## config.mk

```make
export PLATFORM = sky130hd
export DESIGN_NAME = golay_coder
export DESIGN_NICKNAME = d
export VERILOG_FILES = /design/src/rtl/golay_coder.sv
export SDC_FILE = /design/constraint.sdc
export NUM_CORES = 1
export LEC_CHECK = 0
export ABC_AREA = 1
export ABC_CLOCK_PERIOD_IN_PS = 2400
export CORE_ASPECT_RATIO = 0.75
export CORE_MARGIN = 10
export CORE_UTILIZATION = 54
export CTS_CLUSTER_SIZE = 8
export DETAILED_ROUTE_END_ITERATION = 8
export HOLD_SLACK_MARGIN = 0.05
export PLACE_DENSITY = 0.79
export REMOVE_ABC_BUFFERS = 1
export SETUP_SLACK_MARGIN = 0.05
export SKIP_LAST_GASP = 1
export SYNTH_ARGS = -nofsm -noshare
export SYNTH_HDL_FRONTEND = slang
export SYNTH_SLANG_ARGS = --single-unit
```

## constraint.sdc

```tcl
create_clock -name clk -period 2.4 [get_ports clk]
set_clock_uncertainty 0.05 [all_clocks]
set_input_delay 0.6 -clock clk [delete_from_list [all_inputs] [get_ports clk]]
set_output_delay 0.6 -clock clk [all_outputs]
set_load 0.03 [all_outputs]
```

## src/rtl/golay_coder.sv

```systemverilog
// -----------------------------------------------------------------------------
// golay_coder
//   Sequential extended Golay (24,12) encoder for the link transmit path.
//   A 12-bit data word is captured from IDLE when enable is high. The encoder
//   then produces one parity bit per clock for 12 clocks, loads the systematic
//   codeword {data, parity}, and pulses finish for one cycle. With enable held
//   high, a new word is captured every 15 cycles.
//
// Ports
//   clk            in   1   rising-edge system clock
//   rst_n          in   1   synchronous active-low reset
//   input_vector   in  12   data word, bit 11 = MSB
//   enable         in   1   level request to encode, honoured only while ready
//   output_vector  out 24   last completed codeword, [23:12] data, [11:0] parity
//   ready          out  1   high while idle and able to accept a word
//   finish         out  1   one-cycle pulse when output_vector is updated
// -----------------------------------------------------------------------------
module golay_coder (
  input  logic        clk,
  input  logic        rst_n,
  input  logic [11:0] input_vector,
  input  logic        enable,
  output logic [23:0] output_vector,
  output logic        ready,
  output logic        finish
);

  typedef enum logic [1:0] {
    ST_IDLE = 2'd0,
    ST_BUSY = 2'd1,
    ST_DONE = 2'd2
  } state_t;

  // Row of the parity matrix B selected by the bit counter. Counter value c
  // selects row r(c+1), which produces parity bit p[11-c].
  function automatic logic [11:0] row_mask(input logic [3:0] idx);
    logic [11:0] row;
    case (idx)
      4'd0:    row = 12'b110111000101;
      4'd1:    row = 12'b101110001011;
      4'd2:    row = 12'b011100010111;
      4'd3:    row = 12'b111000101101;
      4'd4:    row = 12'b110001011011;
      4'd5:    row = 12'b100010110111;
      4'd6:    row = 12'b000101101111;
      4'd7:    row = 12'b001011011101;
      4'd8:    row = 12'b010110111001;
      4'd9:    row = 12'b101101110001;
      4'd10:   row = 12'b011011100011;
      4'd11:   row = 12'b111111111110;
      default: row = 12'b000000000000;
    endcase
    return row;
  endfunction

  // Even-parity reduction of the masked data word.
  function automatic logic masked_parity(input logic [11:0] mask,
                                         input logic [11:0] data);
    return ^(mask & data);
  endfunction

  state_t      r_state;
  logic [11:0] r_data;
  logic [11:0] r_parity;
  logic [3:0]  r_count;
  logic [23:0] r_out;
  logic        r_ready;
  logic        r_finish;

  logic [11:0] w_row;
  logic        w_bit;

  // Parity bit for the row currently addressed by the counter.
  always_comb begin
    w_row = 12'd0;
    w_bit = 1'b0;
    if (r_state == ST_BUSY) begin
      w_row = row_mask(r_count);
      w_bit = masked_parity(w_row, r_data);
    end else begin
      w_row = 12'd0;
      w_bit = 1'b0;
    end
  end

  // Encoder state machine with registered outputs.
  always_ff @(posedge clk) begin
    if (!rst_n) begin
      r_state  <= ST_IDLE;
      r_data   <= 12'd0;
      r_parity <= 12'd0;
      r_count  <= 4'd0;
      r_out    <= 24'd0;
      r_ready  <= 1'b1;
      r_finish <= 1'b0;
    end else begin
      case (r_state)
        ST_IDLE: begin
          r_finish <= 1'b0;
          // The first idle edge after a completion only re-arms ready, so
          // a held enable gives a 15-cycle period with finish and ready
          // never high together.
          if (!r_ready) begin
            r_ready <= 1'b1;
          end else if (enable) begin
            r_data   <= input_vector;
            r_parity <= 12'd0;
            r_count  <= 4'd0;
            r_ready  <= 1'b0;
            r_state  <= ST_BUSY;
          end else begin
            r_state <= ST_IDLE;
          end
        end

        ST_BUSY: begin
          // Shift in MSB first: after 12 edges p[11] sits at bit 11.
          r_parity <= {r_parity[10:0], w_bit};
          if (r_count == 4'd11) begin
            r_count <= 4'd0;
            r_state <= ST_DONE;
          end else begin
            r_count <= r_count + 4'd1;
          end
        end

        ST_DONE: begin
          r_out    <= {r_data, r_parity};
          r_finish <= 1'b1;
          r_state  <= ST_IDLE;
        end

        default: begin
          r_state  <= ST_IDLE;
          r_count  <= 4'd0;
          r_ready  <= 1'b1;
          r_finish <= 1'b0;
        end
      endcase
    end
  end

  assign output_vector = r_out;
  assign ready         = r_ready;
  assign finish        = r_finish;

endmodule

```

* Yosys cells after proc, flatten, opt, wreduce, memory -nomap -nowiden
Memory sizes are Yosys's and may differ from the RTL's. A register that Yosys moved wholly into a read port is not among the register bits.
Index checks and enable logic that the tools add are counted.
** Storage, ports and cells
- Memories :: 1
- Flip-flop bits (word level) :: 56
- Input port bits :: 15
- ROM bits :: 192
** Memories
- (name not given) :: depth 16, bits a word 12, rd ports 1, clocked after memory_dff 1, wr ports 0, RTL line 38 : case (idx)
** Operators by class
- Bitwise gates (word level) :: 2
- Add/sub/neg operators :: 1
- Equal/unequal tests :: 6
- Reduce and logical (&&, ||, !) cells :: 8
- Muxes and demuxes :: 18
** Operator list (number)
- $mux W12 :: 3
- $pmux W12 S2 :: 1
- $mux W4 :: 5
- $and A12 B12 Y12 :: 1
- $pmux W4 S3 :: 1
- $reduce_xor A12 Y1 :: 1
- $reduce_and A3 Y1 :: 3
- $add A4 B1 Y4 const B :: 1
- $eq A4 B4 Y1 const B :: 1
- $mux W2 :: 2
- $ne A2 B2 Y1 const B :: 2
- $pmux W1 S2 :: 2
- $pmux W2 S2 :: 1
- $mux W1 :: 3
- $eq A2 B1 Y1 const B :: 1
- $eq A2 B2 Y1 const B :: 1
- $logic_not A2 Y1 :: 1
- $ne A2 B1 Y1 const B :: 1
- $reduce_and A2 Y1 :: 1
- $reduce_bool A2 Y1 :: 1
- $reduce_or A2 Y1 :: 1
- $not A1 Y1 :: 1

* Longest topological paths before layout
Gate-level depths: netlist (run 1).
- Word-level depth :: 5
- Mapped depth :: 14
- Depth with buffers taken out :: 14

* Worst setup path after synthesis (run 1)
OpenSTA, ideal clock, no wires.
- Path type :: reg2reg
- Start :: reg r_state[0]
- End :: reg with a tool-made name
- Clock period less this slack :: 1.964 ns
- Path buffers :: 0
- Stages on the path, launching flop included :: 14
- Setup time :: 0.116 ns
- Arrival :: 1.798 ns
- Slack :: 0.436 ns
- Cells stage by stage :: dfxtp_1 inv_1 ha_1 inv_2 a21oi_4 nor2_8 o21ai_2 nor2_4 inv_1 ha_1 inv_1 nand2_1 nand3_1 o21ai_1
** RTL lines
- start, declared :: RTL line 62 : state_t r_state;
- start signal, assigned :: RTL line 89 : r_state <= ST_IDLE;
- start signal, assigned :: RTL line 110 : r_state <= ST_BUSY;
- start signal, assigned :: RTL line 112 : r_state <= ST_IDLE;

* Final worst setup path (run 1)
- Start :: reg r_ready (netlist: ready)
- End :: out ready
** RTL lines
- start, declared :: RTL line 67 : logic r_ready;
- start signal, assigned :: RTL line 94 : r_ready <= 1'b1;
- start signal, assigned :: RTL line 104 : r_ready <= 1'b1;
- start signal, assigned :: RTL line 109 : r_ready <= 1'b0;
- end, declared :: RTL line 24 : output logic ready,
No word-level cell between the ends.

==> metrics.md, run 1 <==
| Metric | Value |
|---|---|
| Outcome | `complete, no violations` |
| Mux contribution to synthesized area | `0%` |
| Non-Filler Instances | `516` |
| Die Y | `83.7 um` |
| Core footprint | `5300 um2` |
| HPWL Detailed | `4.67 mm` |
| Wire length on met1 | `3.00 mm` |
| Design area | `3680 um2` |
| Clock root buffer | `clkbuf_8` |
| Placer Congestion | `0.897` |
| #FFs+latches synth | `68` |
| Xor/xnor share of the synthesized area | `3.21%` |
| Met2 WL post-DR | `2.94 mm` |
| Final wirelength | `6.46 mm` |
| Net Sw Frac | `40.8%` |
| Critical path startpoint category | `flop` |
| Max Root-Sink Buffers | `2` |
| CP bufs+invs | `1` |
| # fillers | `475` |
| Most frequent cells in the layout | `90 x nand2_1, 79 x nor2_1, 68 x dfxtp_1, 41 x o21ai_0, 40 x clkdlybuf4s50_1` |
| Cts hold-fix bufs | `0` |
| N_diodes | `0` |
| Final WS setup | `266 ps` |
| Area Growth Syn to Fin | `26.0%` |
| Fmax | `0.469 GHz` |
| Post-synth top area share | `46.6%` |
| Multi-input logic area | `1390 um2` |
| Synth area leaders | `dfxtp_1 47%, nand2_1 12%, nor2_1 10%` |
| GRT Overall Usage | `15.7%` |
| Register share of total power | `34.1%` |
| Fin crit share | `88.9%` |
| Clock power frac | `19.8%` |
| Post-CTS setup repair buffer count | `0` |
| Most common cell after layout, fill and taps aside | `nand2_1` |
| Crit path depth | `1` |
| # IOs | `41` |
| Worst vdd ir | `0.780 mV` |
| Post-route DRC | `0` |
| Vias in the first global route | `2529` |
| Int Pwr | `2.91 mW` |
| Pin count of the biggest net entering global routing | `39` |
| RSZ-0062 raised after global routing | `no` |
| Psw | `2.00 mW` |
| Worst Max-Slew Pin Slew | `411 ps` |
| Clock Latency Late Sink | `340 ps` |
| Slowest stage cell, crit path | `clkdlybuf4s50_1` |
| Fin crit period | `2130 ps` |
| Critical Path RT | `1750 ps` |
| Endpoint class of the critical path | `output port` |
| First-pass GRT wire length | `11.5 mm` |
| Reg2reg setup slack | `410 ps` |
| Power Dens Cells | `1340 nW/um2` |
| Fin Hold WS | `430 ps` |
| Final core utilization | `69.5%` |
| Port-buffer cells | `40` |
| Initial drt markers | `175` |
| Delay-heaviest family, CP | `buffers and inverters` |
| Slew HR | `72.6%` |
| Nets | `459` |
| HP Class | `reg2reg` |
| Vias | `2532` |
| Initial Util | `55.2%` |
| Chip width | `105 um` |
| Critical R2R Launch | `r_state[1]` |
| Die area | `8780 um2` |
| Placement Setup Slack | `-5.37 ps` |
| Complex-gate fraction of the synthesized area | `12.9%` |
| Count of cells resized by post-cts repair | `0` |
| Simple-gate share of the synthesized area | `28.2%` |
| Area leader, netlist | `dfxtp_1` |
| CP Data Arrival Time | `1480 ps` |
| P_leak | `1.70 nW` |
| CTS tree | `done` |
| Crit Path Class | `reg2out` |
| Initial antenna violation count | `0` |
| Pins Over Slew Limit | `0` |
| 1st-pass router iterations | `4` |
| Setup crit start | `ready` |
| Synth Area in Adders | `3.43%` |
| Final-report setup violation count | `0` |
| CTS buffer count | `9` |
| Placed instance count | `500` |
| Cells after synthesis | `386` |
| Register area share after synthesis | `46.6%` |
| Std-Cell Rows | `23` |
| Max Used Layer | `met4` |
| Vias per cell | `4.91` |
| Slowest Stage Delay on Critical Path | `720 ps` |
| Combinational power share | `46.1%` |
| Largest family of logic cells by synthesized area | `simple AND/OR/NAND/NOR gates` |
| Cell variety after synth | `27` |
| FF+latch area | `1360 um2` |
| Clock Pin Slew Worst Setup and Hold Paths | `70 ps` |
| Total grt overflow | `0` |
| Highest fanout seen on the critical path | `4` |
| Avg Synthesized Cell Area | `7.57 um2` |
| CTS HTree Levels | `3` |
| Clk sinks | `68` |
| Layout cell share with drive strength beyond 1 | `11.6%` |
| Design Power | `4.92 mW` |
| Synthesized area | `2920 um2` |
| Setup crit end | `ready` |
| Final hold vios | `0` |
| Met3 wire length | `479 um` |
| Final ANT Viol Nets | `0` |
| Placed cell areas | `3470 um2` |
| Final setup TNS | `0 ps` |
| Cells along the critical path | `clkdlybuf4s50_1` |
| Yosys Warn Count | `0` |
| Worst R2R Path Depth | `14` |
| WL/cell | `12.5 um` |
| Max Cap Viol | `0` |
## synthesized netlist by cell type
cell and n:
nor2_8 3, a21oi_4 2, a22oi_1 1, nand3_1 13, nor2_1 79, a21oi_1 18
clkbuf_1 11, nor2_4 1, buf_2 1, o21ai_0 41, xor2_4 1, o21ai_1 4
nand2_2 3, xnor2_1 2, clkbuf_2 1, ha_1 8, nor2_2 1, nand2_1 90
nand2_4 2, xor2_2 3, nor3_1 1, o22ai_1 2, inv_2 5, dfxtp_1 68
inv_1 22, o21ai_2 1, inv_4 2
## cell families after synthesis
group           count (synthesis)
fa+ha+maj                       8
buf+inv                        42
compound gates                 69
flops                          68
simple gates                  193
xor+xnor                        6
## per-layer routing
layer	up-vias	global-route usage, %
met2	80	25.3
met5	-	0
met4	0	5.10
met3	5	6.64
met1	1134	18.5
li1	1313	-
## final cells by class
class                           instances  area share, %
Clock inverter                          3           1.19
Clock buffer                           13           4.59
Inverter                               29           3.10
Sequential cell                        68           37.0
Timing Repair Buffer                   52           13.7
Multi-Input combinational cell        276           37.9
Tap cell                               75           2.55
## power by group through the flow
stage	Combinational [mW]	Sequential, mW	Clock (mW)
after global routing	2.54	1.72	1.05
after CTS	2.28	1.68	1.00
after global placement	2.22	1.69	0
final	2.27	1.68	0.972
after floorplan	1.17	1.98	0
after detailed placement	2.27	1.70	0
## worst min path at each step
stage,slack [ps],cells past startpoint,start,end
2_1_floorplan,390,2,r_parity[11],r_parity[11]
3_3_place_gp,410,2,r_parity[11],r_parity[11]
5_1_grt,450,2,r_parity[6],r_parity[7]
6_report,430,2,r_parity[7],r_parity[7]
4_1_cts,430,2,r_parity[7],r_parity[7]
3_5_place_dp,410,2,r_parity[11],r_parity[11]
(Power assumes the default switching activity.)
==> run 2: changes to the inputs <==
Settings changed: CTS_CLUSTER_DIAMETER set to 30, REMOVE_ABC_BUFFERS 1 to unset.
==> run 2 against run 1 <==
Effect of this change:
- sequential power about the same
- worst setup slack worse by 12 ps
- highest routed layer unchanged
- sequential cell count unchanged
- total power up 2.4%
- combinational power about the same
- via count up 4.1%
- worst hold slack worse by 14 ps
- core utilization about the same
==> metrics.md, run 2 (synthesized netlist as in run 1, its figures left out) <==
| Metric | Value |
|---|---|
| Area Growth Syn to Fin | `25.9% (about the same)` |
| Critical Path RT | `1750 ps (about the same)` |
| Port-buffer cells | `40 (unchanged)` |
| Clock power frac | `20.9% (+1.1 points)` |
| Placement Setup Slack | `-43.0 ps (-37.6 ps)` |
| Slew HR | `72.6% (about the same)` |
| Highest fanout seen on the critical path | `4 (unchanged)` |
| Net Sw Frac | `41.6% (+0.81 points)` |
| Nets | `459 (unchanged)` |
| Post-route DRC | `0 (unchanged)` |
| GRT Overall Usage | `16.4% (+0.67 points)` |
| Cts hold-fix bufs | `0 (unchanged)` |
| Most common cell after layout, fill and taps aside | `nand2_1` |
| Cells along the critical path | `clkdlybuf4s50_1` |
| # fillers | `440 (-7.4%)` |
| Max Cap Viol | `0 (unchanged)` |
| CP Data Arrival Time | `1500 ps (+20 ps)` |
| Most frequent cells in the layout | `90 x nand2_1, 79 x nor2_1, 68 x dfxtp_1, 41 x o21ai_0, 40 x clkdlybuf4s50_1` |
| GR Util met3 | `6.33% (-0.31 points)` |
| Die Y | `83.7 um (unchanged)` |
| Layout cell share with drive strength beyond 1 | `11.8% (+0.23 points)` |
| # IOs | `41 (unchanged)` |
| Grt peak-use layer | `met2` |
| Clock Latency Late Sink | `350 ps (about the same)` |
| Die area | `8780 um2 (unchanged)` |
| Fin crit share | `89.4% (+0.50 points)` |
| Worst vdd ir | `0.792 mV (+1.4%)` |
| P_leak | `1.70 nW (-0.18%)` |
| Endpoint class of the critical path | `output port` |
| Std-Cell Rows | `23 (unchanged)` |
| Count of cells resized by post-cts repair | `0 (unchanged)` |
| Final wirelength | `7.06 mm (+9.2%)` |
| Grt met1 use | `19.3% (+0.80 points)` |
| Global routing met2 resource utilization | `26.8% (+1.5 points)` |
| Final-report setup violation count | `0 (unchanged)` |
| Crit Path Class | `reg2out` |
| Pins Over Slew Limit | `0 (unchanged)` |
| Delay-heaviest family, CP | `buffers and inverters` |
| Placed instance count | `500 (unchanged)` |
| Core footprint | `5300 um2 (unchanged)` |
| Chip width | `105 um (unchanged)` |
| CTS HTree Levels | `3 (unchanged)` |
| Final ANT Viol Nets | `0 (unchanged)` |
| Slowest stage cell, crit path | `clkdlybuf4s50_1` |
| Initial Util | `55.2% (unchanged)` |
| Slowest Stage Delay on Critical Path | `710 ps (about the same)` |
| Final hold vios | `0 (unchanged)` |
| WL/cell | `13.7 um (+9.2%)` |
| Clock Pin Slew Worst Setup and Hold Paths | `80 ps (about the same)` |
| Initial antenna violation count | `0 (unchanged)` |
| Int Pwr | `2.94 mW (+0.99%)` |
| Final WS setup | `254 ps (-12.0 ps)` |
| Total grt overflow | `0 (unchanged)` |
| Psw | `2.09 mW (+4.4%)` |
| Critical path startpoint category | `flop` |
| CTS tree | `done` |
| Clock root buffer | `clkbuf_8` |
| Pin count of the biggest net entering global routing | `39 (unchanged)` |
| N_diodes | `0 (unchanged)` |
| Outcome | `complete, no violations` |
| HP Class | `reg2reg` |
| Power Dens Cells | `1370 nW/um2 (+2.4%)` |
| HPWL Detailed | `4.96 mm (+6.3%)` |
| Vias | `2637 (+4.1%)` |
| Vias per cell | `5.11 (+4.1%)` |
| Post-CTS setup repair buffer count | `0 (unchanged)` |
| Max Root-Sink Buffers | `2 (unchanged)` |
| RSZ-0062 raised after global routing | `no` |
| Non-Filler Instances | `516 (unchanged)` |
| Fmax | `0.466 GHz (-0.56%)` |
| First-pass GRT wire length | `12.0 mm (+3.8%)` |
| Register share of total power | `33.6% (-0.5 points)` |
| 1st-pass router iterations | `4 (unchanged)` |
| Placer Congestion | `0.847 (-5.6%)` |
| Worst Max-Slew Pin Slew | `411 ps (-0.201 ps)` |
| Initial drt markers | `182 (+4.0%)` |
| Vias in the first global route | `2580 (+2.0%)` |
| Final setup TNS | `0 ps (unchanged)` |
| Fin Hold WS | `416 ps (-13.6 ps)` |
| CTS buffer count | `9 (unchanged)` |
| Clk sinks | `68 (unchanged)` |
| Syn nets | `409` |
| Final core utilization | `69.4% (about the same)` |
| Fin crit period | `2150 ps (+12.0 ps)` |
| Combinational power share | `45.4% (-0.7 points)` |
| CP bufs+invs | `1 (unchanged)` |
-- run 2: cell count changes in the layout (fill, tap and decap cells not counted) --
cell        before  now
clkbuf_1         1    0
clkinv_2         1    2
inv_6            0    1
buf_12           1    0
buf_4           11   12
clkinvlp_4       0    1
clkbuf_8        12   10
bufinv_16        1    2
clkinv_4         1    0
-- run 2: worst min-delay path, stage by stage, from the launching register on --
cell	delay, ps
dfxtp_1	310
nand2_1	60
a21oi_1	50
-- run 2: layout make-up --
class	count	area (um2)	share of cell area, %
multi-input cells	276	1390	37.9
repair buffers	52	490	13.3
inverters	29	114	3.10
clock inverters	6	86.3	2.35
well taps	75	93.8	2.55
flip-flops and latches	68	1360	37.0
clock buffers	10	138	3.74
-- run 2: power groups by stage --
stage,clock network [mW],logic [mW],registers (mW)
6_report,1.05,2.29,1.69
5_1_grt,1.11,2.53,1.74
4_1_cts,1.06,2.30,1.70
3_5_place_dp,0,2.26,1.71
3_3_place_gp,0,2.21,1.70
2_1_floorplan,0,1.22,1.98
-- run 2: path summary, 6_finish.rpt --
check	cells after the start	startpoint	slack [ps]	end
worst min-delay path	2	r_parity[11]	420	r_parity[11]
worst max-delay path	1	ready	250	ready
worst max register to register	14	r_state[0]	400	flop
worst min register to register	2	r_parity[11]	420	r_parity[11]
-- run 2: routing by layer --
metal  share of wire [%]  routed length (um)
met1                  45                3180
met2                  47                3340
met3                 5.7                 401
met4                 1.8                 125
met5                   0                   0
-- run 2: metrics by stage --
step | total power [mW] | area [um2]
floorplan | 3.20 | 2920
global placement | 3.91 | 3450
global route | 5.37 | 3680
finish | 5.03 | 3680
CTS | 5.05 | 3680
detailed placement | 3.97 | 3450
==> run 3: changes to the inputs <==
Settings changed: CORE_UTILIZATION 54 to 50, PLACE_DENSITY 0.79 to 0.74.
==> run 3 against run 2 <==
Effect of this change:
- count of clock-buffer cells in the layout up 4
- die area up 6.3%
- core utilization down 5.9 points
- global-route usage down 1.3 points
- non-clock buffer count unchanged
- first-iteration DRC count up 13%
- maximum frequency about the same
- combinational power down 2%
- sequential cell count unchanged
- via count down 3.0%
- total power down 4.0%
- sequential power about the same
- largest power group unchanged
==> metrics.md, run 3 (synthesized netlist as in run 1, its figures left out) <==
| Metric | Value |
|---|---|
| Outcome | `complete, no violations` |
| Design Power | `4.83 mW (-4.0%)` |
| Final WS setup | `255 ps (+0.610 ps)` |
| First-pass GRT wire length | `11.3 mm (-5.5%)` |
| WL/cell | `13.0 um (-5.1%)` |
| Final-report setup violation count | `0 (unchanged)` |
| CTS buffer count | `9 (unchanged)` |
| CTS tree | `done` |
| Slowest stage cell, crit path | `clkdlybuf4s50_1` |
| Total grt overflow | `0 (unchanged)` |
| Die Y | `86.2 um (+3.0%)` |
| Clk sinks | `68 (unchanged)` |
| Slowest Stage Delay on Critical Path | `720 ps (about the same)` |
| Psw | `2.02 mW (-3.5%)` |
| # IOs | `41 (unchanged)` |
| Final wirelength | `6.72 mm (-4.7%)` |
| Clock Pin Slew Worst Setup and Hold Paths | `70 ps (about the same)` |
| Worst Hold Path Cells | `2 (unchanged)` |
| CTS HTree Levels | `3 (unchanged)` |
| Max Cap Viol | `0 (unchanged)` |
| Post-CTS setup repair buffer count | `0 (unchanged)` |
| Worst vdd ir | `0.695 mV (-12%)` |
| Most common cell after layout, fill and taps aside | `nand2_1` |
| Cells along the critical path | `clkdlybuf4s50_1` |
| Fin crit period | `2150 ps (-0.610 ps)` |
| Final core utilization | `63.5% (-5.9 points)` |
| Core footprint | `5740 um2 (+8.3%)` |
| Initial Util | `50.9% (-4.2 points)` |
| Die area | `9330 um2 (+6.3%)` |
| Worst R2R Path Depth | `12 (-2)` |
| Nets | `459 (unchanged)` |
| CP bufs+invs | `1 (unchanged)` |
| Placement Setup Slack | `-40.7 ps (+2.30 ps)` |
| Worst Max-Slew Pin Slew | `791 ps (+381 ps)` |
| # fillers | `486 (+10%)` |
| Slew HR | `47.2% (-25 points)` |
| Syn nets | `409 (unchanged)` |
| Int Pwr | `2.81 mW (-4.3%)` |
| Design area | `3640 um2 (-0.88%)` |
| Final ANT Viol Nets | `0 (unchanged)` |
| Critical path startpoint category | `flop` |
| Initial antenna violation count | `0 (unchanged)` |
| Crit Path Class | `reg2out` |
| Register share of total power | `35.2% (+1.6 points)` |
| Port-buffer cells | `40 (unchanged)` |
| N_diodes | `0 (unchanged)` |
| Delay-heaviest family, CP | `buffers and inverters` |
| Final hold vios | `0 (unchanged)` |
| HPWL Detailed | `4.78 mm (-3.7%)` |
| Post-route DRC | `0 (unchanged)` |
| Clock power frac | `18.2% (-2.7 points)` |
| HP Class | `reg2reg` |
| Placed cell areas | `3460 um2 (+0.11%)` |
| Clock root buffer | `clkbuf_8` |
| Endpoint class of the critical path | `output port` |
| Pin count of the biggest net entering global routing | `39 (unchanged)` |
| Count of cells resized by post-cts repair | `0 (unchanged)` |
| Area Growth Syn to Fin | `24.8%` |
| Most frequent cells in the layout | `90 x nand2_1, 79 x nor2_1, 68 x dfxtp_1, 41 x o21ai_0, 40 x clkdlybuf4s50_1` |
| Layout cell share with drive strength beyond 1 | `11.4% (-0.43 points)` |
| Fmax | `0.466 GHz (about the same)` |
| Vias per cell | `4.94 (-3.4%)` |
| Chip width | `108 um (+3.2%)` |
| Placer Congestion | `0.867 (+2.4%)` |
| Max Root-Sink Buffers | `2 (unchanged)` |
| RSZ-0062 raised after global routing | `no` |
| 1st-pass router iterations | `4 (unchanged)` |
| Critical Path RT | `1750 ps (about the same)` |
| Combinational power share | `46.6% (+1.2 points)` |
| Initial drt markers | `206 (+13%)` |
| Clock Latency Late Sink | `350 ps (about the same)` |
| Crit path depth | `1 (unchanged)` |
| Multi-input logic area | `1390 um2 (unchanged)` |
| FF+latch area | `1360 um2 (unchanged)` |
| Pins Over Slew Limit | `0 (unchanged)` |
| GRT Overall Usage | `15.1% (-1.3 points)` |
| Vias | `2558 (-3.0%)` |
| Cts hold-fix bufs | `0 (unchanged)` |
| Fin crit share | `89.4% (about the same)` |
| P_leak | `1.68 nW (-0.83%)` |
| Power Dens Cells | `1330 nW/um2 (-3.1%)` |
| Highest fanout seen on the critical path | `4 (unchanged)` |
| CP Data Arrival Time | `1500 ps (about the same)` |
| Std-Cell Rows | `24 (+4.3%)` |
| Vias in the first global route | `2485 (-3.7%)` |
| Net Sw Frac | `41.8% (+0.19 points)` |
[run 3: cell types whose count changed in the layout (fill, tap and decap cells not counted), sizes merged]
cell / delta
clkinvlp: -1
bufinv: -2
clkinv: -1
clkbuf: +4
inv: -1
[run 3: metal layers]
metal / up-vias / global-route usage, % / wire, um
met3: 13 / 5.49 / 455
met1: 1165 / 17.8 / 3110
met2: 61 / 24.5 / 3060
met4: 0 / 6.05 / 104
li1: 1319 / - / -
met5: - / 0 / 0
[run 3: final timing paths]
path | start | to | slack (ps)
hold / removal | r_parity[11] | r_parity[11] | 420
hold reg to reg | r_parity[11] | r_parity[11] | 420
setup reg to reg | r_state[0] | flop | 360
setup / recovery | ready | ready | 250
[run 3: layout make-up]
| class | count | share of cell area (%) |
|---|---|---|
| tap | 78 | 2.68 |
| inverter | 29 | 3.12 |
| multi-input combinational | 276 | 38.2 |
| sequential | 68 | 37.3 |
| clock inverter | 1 | 0.137 |
| clock buffer | 14 | 5.01 |
| timing repair buffer | 52 | 13.5 |
[run 3: through the flow]
stage / hold WS (ps) / setup TNS, ps / instances
3_5_place_dp: 410 / -74.4 / 503
6_report: 422 / 0 / 518
2_1_floorplan: 389 / 0 / 386
3_3_place_gp: 406 / 0 / 503
5_1_grt: 452 / 0 / 518
4_1_cts: 422 / 0 / 518
[run 3: power groups by stage]
| stage | clock, mW | combinational (mW) | sequential [mW] |
|---|---|---|---|
| after floorplan | 0 | 1.22 | 1.98 |
| after global placement | 0 | 2.21 | 1.71 |
| after detailed placement | 0 | 2.25 | 1.72 |
| after CTS | 0.894 | 2.26 | 1.70 |
| after global routing | 0.930 | 2.53 | 1.74 |
| final | 0.879 | 2.25 | 1.70 |
==> RTL change 1, RTL diff (config.mk and constraints of run 3) <==
The 3 states of `state_t` get a one-hot encoding in 3 bits.
--- a/src/rtl/golay_coder.sv
+++ b/src/rtl/golay_coder.sv
@@ -26,8 +26,8 @@
 );
 
-  typedef enum logic [1:0] {
-    ST_IDLE = 2'd0,
-    ST_BUSY = 2'd1,
-    ST_DONE = 2'd2
+  typedef enum logic [2:0] {
+    ST_IDLE = 3'b001,
+    ST_BUSY = 3'b010,
+    ST_DONE = 3'b100
   } state_t;
 
Check against the original RTL: no difference found for any inputs over 10 cycles, from zero or initial values and one cycle with rst_n low; not proved beyond that.
==> RTL change 1 against run 3 <==
- setup slack better by 0.050 ns
- wire length up 0.95%
- die area down 2.2%
- synthesized cell count down 2.8%
- synthesized area down 2.7%
- sequential cell count up 1
- highest routed layer unchanged
- cell area down 3.0%
Power is not compared: it rests on default switching activity, and its combinational part moved more than twofold at a synthesized area within 25%.
==> RTL change 1: results (changes against run 3) <==
stage	metric	value	unit	change
power_and_ir_drop	power density over the cells	678	nW/µm²	
min_path	Min-Delay Path Class	reg -> reg		
routing	WL final	6.79	mm	+0.95%
power_and_ir_drop	Lkg Pwr	1.59	nW	
routing	routed via count	2567		+0.35%
power_and_ir_drop	Pwr Total	2.40	mW	
yosys	Syn Nets	397		-2.9%
yosys	Ys Warns	0		unchanged
clocking	Post-CTS Resized	0		unchanged
place	placed instance count	484		-3.8%
power_and_ir_drop	maximum vdd drop	0.361	mV	
power_and_ir_drop	Pint	1.78	mW	
layout	Repair and plain buffers	50		-3.8%
timing	TNS Setup	0	ns	unchanged
yosys	Post-Syn Instances	375		-2.8%
floorplanning	tap cells	75		-3.8%
yosys	top cells by count, synth	nand2_1, dfxtp_1, nor2_1		
global_route	largest net degree at the start of global routing	36		-7.7%
setup_path	kind of cell adding the most delay to the critical path	buffers and inverters		
place	GPL Wtd Cong	0.852		-1.7%
layout	multi-input logic area	1250	µm²	-10%
place	pre-CTS WS	0.0168	ns	+0.0575 ns
clocking	CTS root buf	clkbuf_8		
routing	initial drt markers	173		-16%
layout	fin nets	442		-3.7%
routing	Avg Vias per Cell	5.13		+4.0%
global_route	vias in the first global route	2376		-4.4%
setup_path	CP Data Arrival Time	1.44	ns	-0.06 ns
layout	fraction of area in registers	39.1	%	+1.7 points
place	Post-Place Cell Area	3330	µm²	-3.8%
layout	share of cells above drive strength 1	9.65	%	-1.7 points
clocking	Reg clk slew, reported paths	0.07	ns	about the same
yosys	register area share after synthesis	48.6	%	+2.0 points
layout	final-layout clock buffer total	10		-4
place	port bufs	40		unchanged
layout	#MultiIn Comb	258		-6.5%
layout	Non-clk invs	32		+10%
yosys	Distinct cells, synth	31		+15%
clocking	postcts setup bufs	0		unchanged
setup_path	CP max stage cell	clkdlybuf4s50_1		
global_route	total track usage	15.6	%	+0.50 points
routing	DR pass1 iterations	4		unchanged
clocking	worst skew pair latency	0.35	ns	about the same
global_route	initial antenna violation count	0		unchanged
layout	sequential cells	69		+1.5%
setup_path	slowest stage delay, CP	0.70	ns	-0.02 ns
outcome	status	finished clean		
layout	Filler cells	490		+0.82%
place	half-perimeter wire length after detailed placement	4.74	mm	-0.80%
setup_path	Crit Path Max Fanout	5		+1
yosys	synth top area cells	dfxtp_1, nand2_1, nor2_1		
power_and_ir_drop	clock network fraction of design power	40.2	%	
layout	Final clock-cell share	5.91	%	+0.76 points
layout	Non-clock buffer share	13.5	%	about the same
timing	Tightest Pin Transition	0.390	ns	-0.401 ns
global_route	first-pass GRT wire length	11.5	mm	+1.6%
## RTL change 1: routing by layer
metal	share of wire, %	global-route usage, %
met1	49	19.8
met2	43	23.6
met3	7.0	6.04
met4	1.3	5.15
met5	0	0
## RTL change 1: final timing paths
path,slack (ns),endpoint,start,cells after the start
setup / recovery,0.31,ready,ready$_SDFFE_PN1N_,1
hold / removal,0.42,finish$_SDFFE_PN0P_,finish$_SDFFE_PN0P_,2
setup reg to reg,0.39,register,r_state[2]$_SDFFE_PN0P_,13
hold reg to reg,0.42,finish$_SDFFE_PN0P_,finish$_SDFFE_PN0P_,2
## RTL change 1: logic make-up (layout without fill, tap and decap cells)
family,after synthesis,in the layout,share of synthesized area [%]
and+or+nand+nor,174,174,25.4
AOI/OAI and AO/OA,75,75,15.1
DFF,69,69,48.6
buffers and inverters,48,98,7.18
adders and majority gates,7,7,3.08
xor gates and xnor gates,2,2,0.617
==> RTL change 2, RTL diff (config.mk and constraints of run 3) <==
Made on the original files. Reset style: asynchronous (`rst_n`), changed in one clocked block. Comments in the files are not updated.
--- a/src/rtl/golay_coder.sv
+++ b/src/rtl/golay_coder.sv
@@ -85,5 +85,5 @@
 
   // Encoder state machine with registered outputs.
-  always_ff @(posedge clk) begin
+  always_ff @(posedge clk or negedge rst_n) begin
     if (!rst_n) begin
       r_state  <= ST_IDLE;
Function: differs if rst_n is asserted again (counterexample within 4 cycles, from zero or initial values and one cycle with rst_n low); with rst_n held inactive, the same outputs for 10 cycles.
==> RTL change 2 against run 3 <==
- synthesized cell count shrank 9.1%
- first-iteration DRC count down 18%
- sequential cell count shrank 12
- setup slack got worse by 0.050 ns
- cell area fell by 6.4%
- power down 15%
- highest routed layer unchanged
- register-to-register slack got worse by 0.03 ns
- non-clock buffer count down 5
- synthesized area fell by 2.4%
- critical path depth is the same
- combinational power is 2% lower
- wire length down 5.4%
- count of clock-buffer cells in the layout decreased by 9
==> RTL change 2: results (changes against run 3) <==
stage	metric	value	unit	change
routing	met2 WL	2.70	mm	-12%
clocking	Reg clk slew, reported paths	0.10	ns	+0.03 ns
place	pre-CTS WS	0.263	ns	+0.304 ns
place	placed instance count	460		-8.5%
timing	setup slack after layout	0.205	ns	-0.0501 ns
yosys	Synth Area in XOR/XNOR	0.615	%	-2.6 points
routing	Avg Vias per Cell	5.04		+2.0%
min_path	Min-Delay Path Class	in -> async		
global_route	initial antenna violation count	0		unchanged
clocking	H-tree levels	2		-1
global_route	total track usage	14.4	%	-0.66 points
clocking	Post-CTS Resized	0		unchanged
yosys	Syn Nets	376		-8.1%
global_route	first-pass GRT wire length	10.9	mm	-4.0%
timing	Tightest Pin Transition	0.466	ns	-0.325 ns
floorplanning	Core Area	5440	µm²	-5.2%
yosys	register area share after synthesis	49.2	%	+2.6 points
clocking	worst skew pair latency	0.30	ns	-0.05 ns
outcome	status	finished clean		
setup_path	worst reg2reg setup slack	0.33	ns	-0.03 ns
routing	DR pass1 iterations	4		unchanged
place	Post-Place Cell Area	3330	µm²	-3.7%
layout	share of cells above drive strength 1	9.95	%	-1.4 points
yosys	Post-Syn Instances	351		-9.1%
routing	Wirelength per Cell	13.6	µm	+4.9%
yosys	Distinct cells, synth	27		unchanged
global_route	vias in the first global route	2260		-9.1%
global_route	largest net degree at the start of global routing	57		+46%
yosys	Post-synth ARST share	100	%	+100 points
global_route	GR Util met3	5.14	%	-0.35 points
power_and_ir_drop	Lkg Pwr	1.69	nW	+0.34%
routing	met3 WL post-DR	512	µm	+13%
place	half-perimeter wire length after detailed placement	4.69	mm	-1.9%
place	GPL Wtd Cong	0.928		+7.1%
timing	WHS	0.215	ns	-0.207 ns
global_route	met2 usage in global routing	21.3	%	-3.2 points
yosys	post-synthesis compound-gate area fraction	10.8	%	-2.1 points
clocking	cts bufs inserted	5		-4
yosys	top cells by count, synth	nand2_1, dfrtp_1, inv_1		
global_route	global routing usage on met1	19.6	%	+1.8 points
routing	WL final	6.36	mm	-5.4%
routing	wl on met1	3.10	mm	-0.19%
setup_path	slowest stage delay, CP	0.67	ns	-0.05 ns
yosys	predominant post-synthesis flop cell	dfrtp_1		
power_and_ir_drop	maximum vdd drop	0.682	mV	-2.0%
layout	fin nets	417		-9.2%
yosys	post-synthesis adder-cell area fraction	4.39	%	+0.96 points
yosys	synth top area cells	dfrtp_1, nand2_1, inv_1		
floorplanning	Die X	107	µm	-0.98%
yosys	multiplexer area fraction after synthesis	2.37	%	+2.4 points
-- RTL change 2: layout make-up --
class	instances	area, µm²
inverters	44	165
multi-input cells	238	1210
fillers	476	2030
well taps	75	93.8
flip-flops and latches	56	1400
clock buffers	5	68.8
clock inverters	2	12.5
repair buffers	47	460
-- RTL change 2: worst paths after layout --
kind,start,cells after the start,endpoint
hold reg to reg,output_vector[11]$_DFFE_PN0P_,2,output_vector[11]$_DFFE_PN0P_
setup reg to reg,r_count[1]$_DFFE_PN0P_,11,r_parity[0]$_DFFE_PN0P_
hold / removal,rst_n,2,output_vector[12]$_DFFE_PN0P_
setup / recovery,ready$_DFFE_PN1N_,1,ready
min in group clk,output_vector[11]$_DFFE_PN0P_,2,output_vector[11]$_DFFE_PN0P_
max in group asynchronous,rst_n,2,ready$_DFFE_PN1N_
-- RTL change 2: power by group --
group | switching [mW] | total, mW | internal, mW
clock network | 0.303 | 0.502 | 0.199
registers | 0.195 | 1.41 | 1.22
logic | 1.37 | 2.20 | 0.833
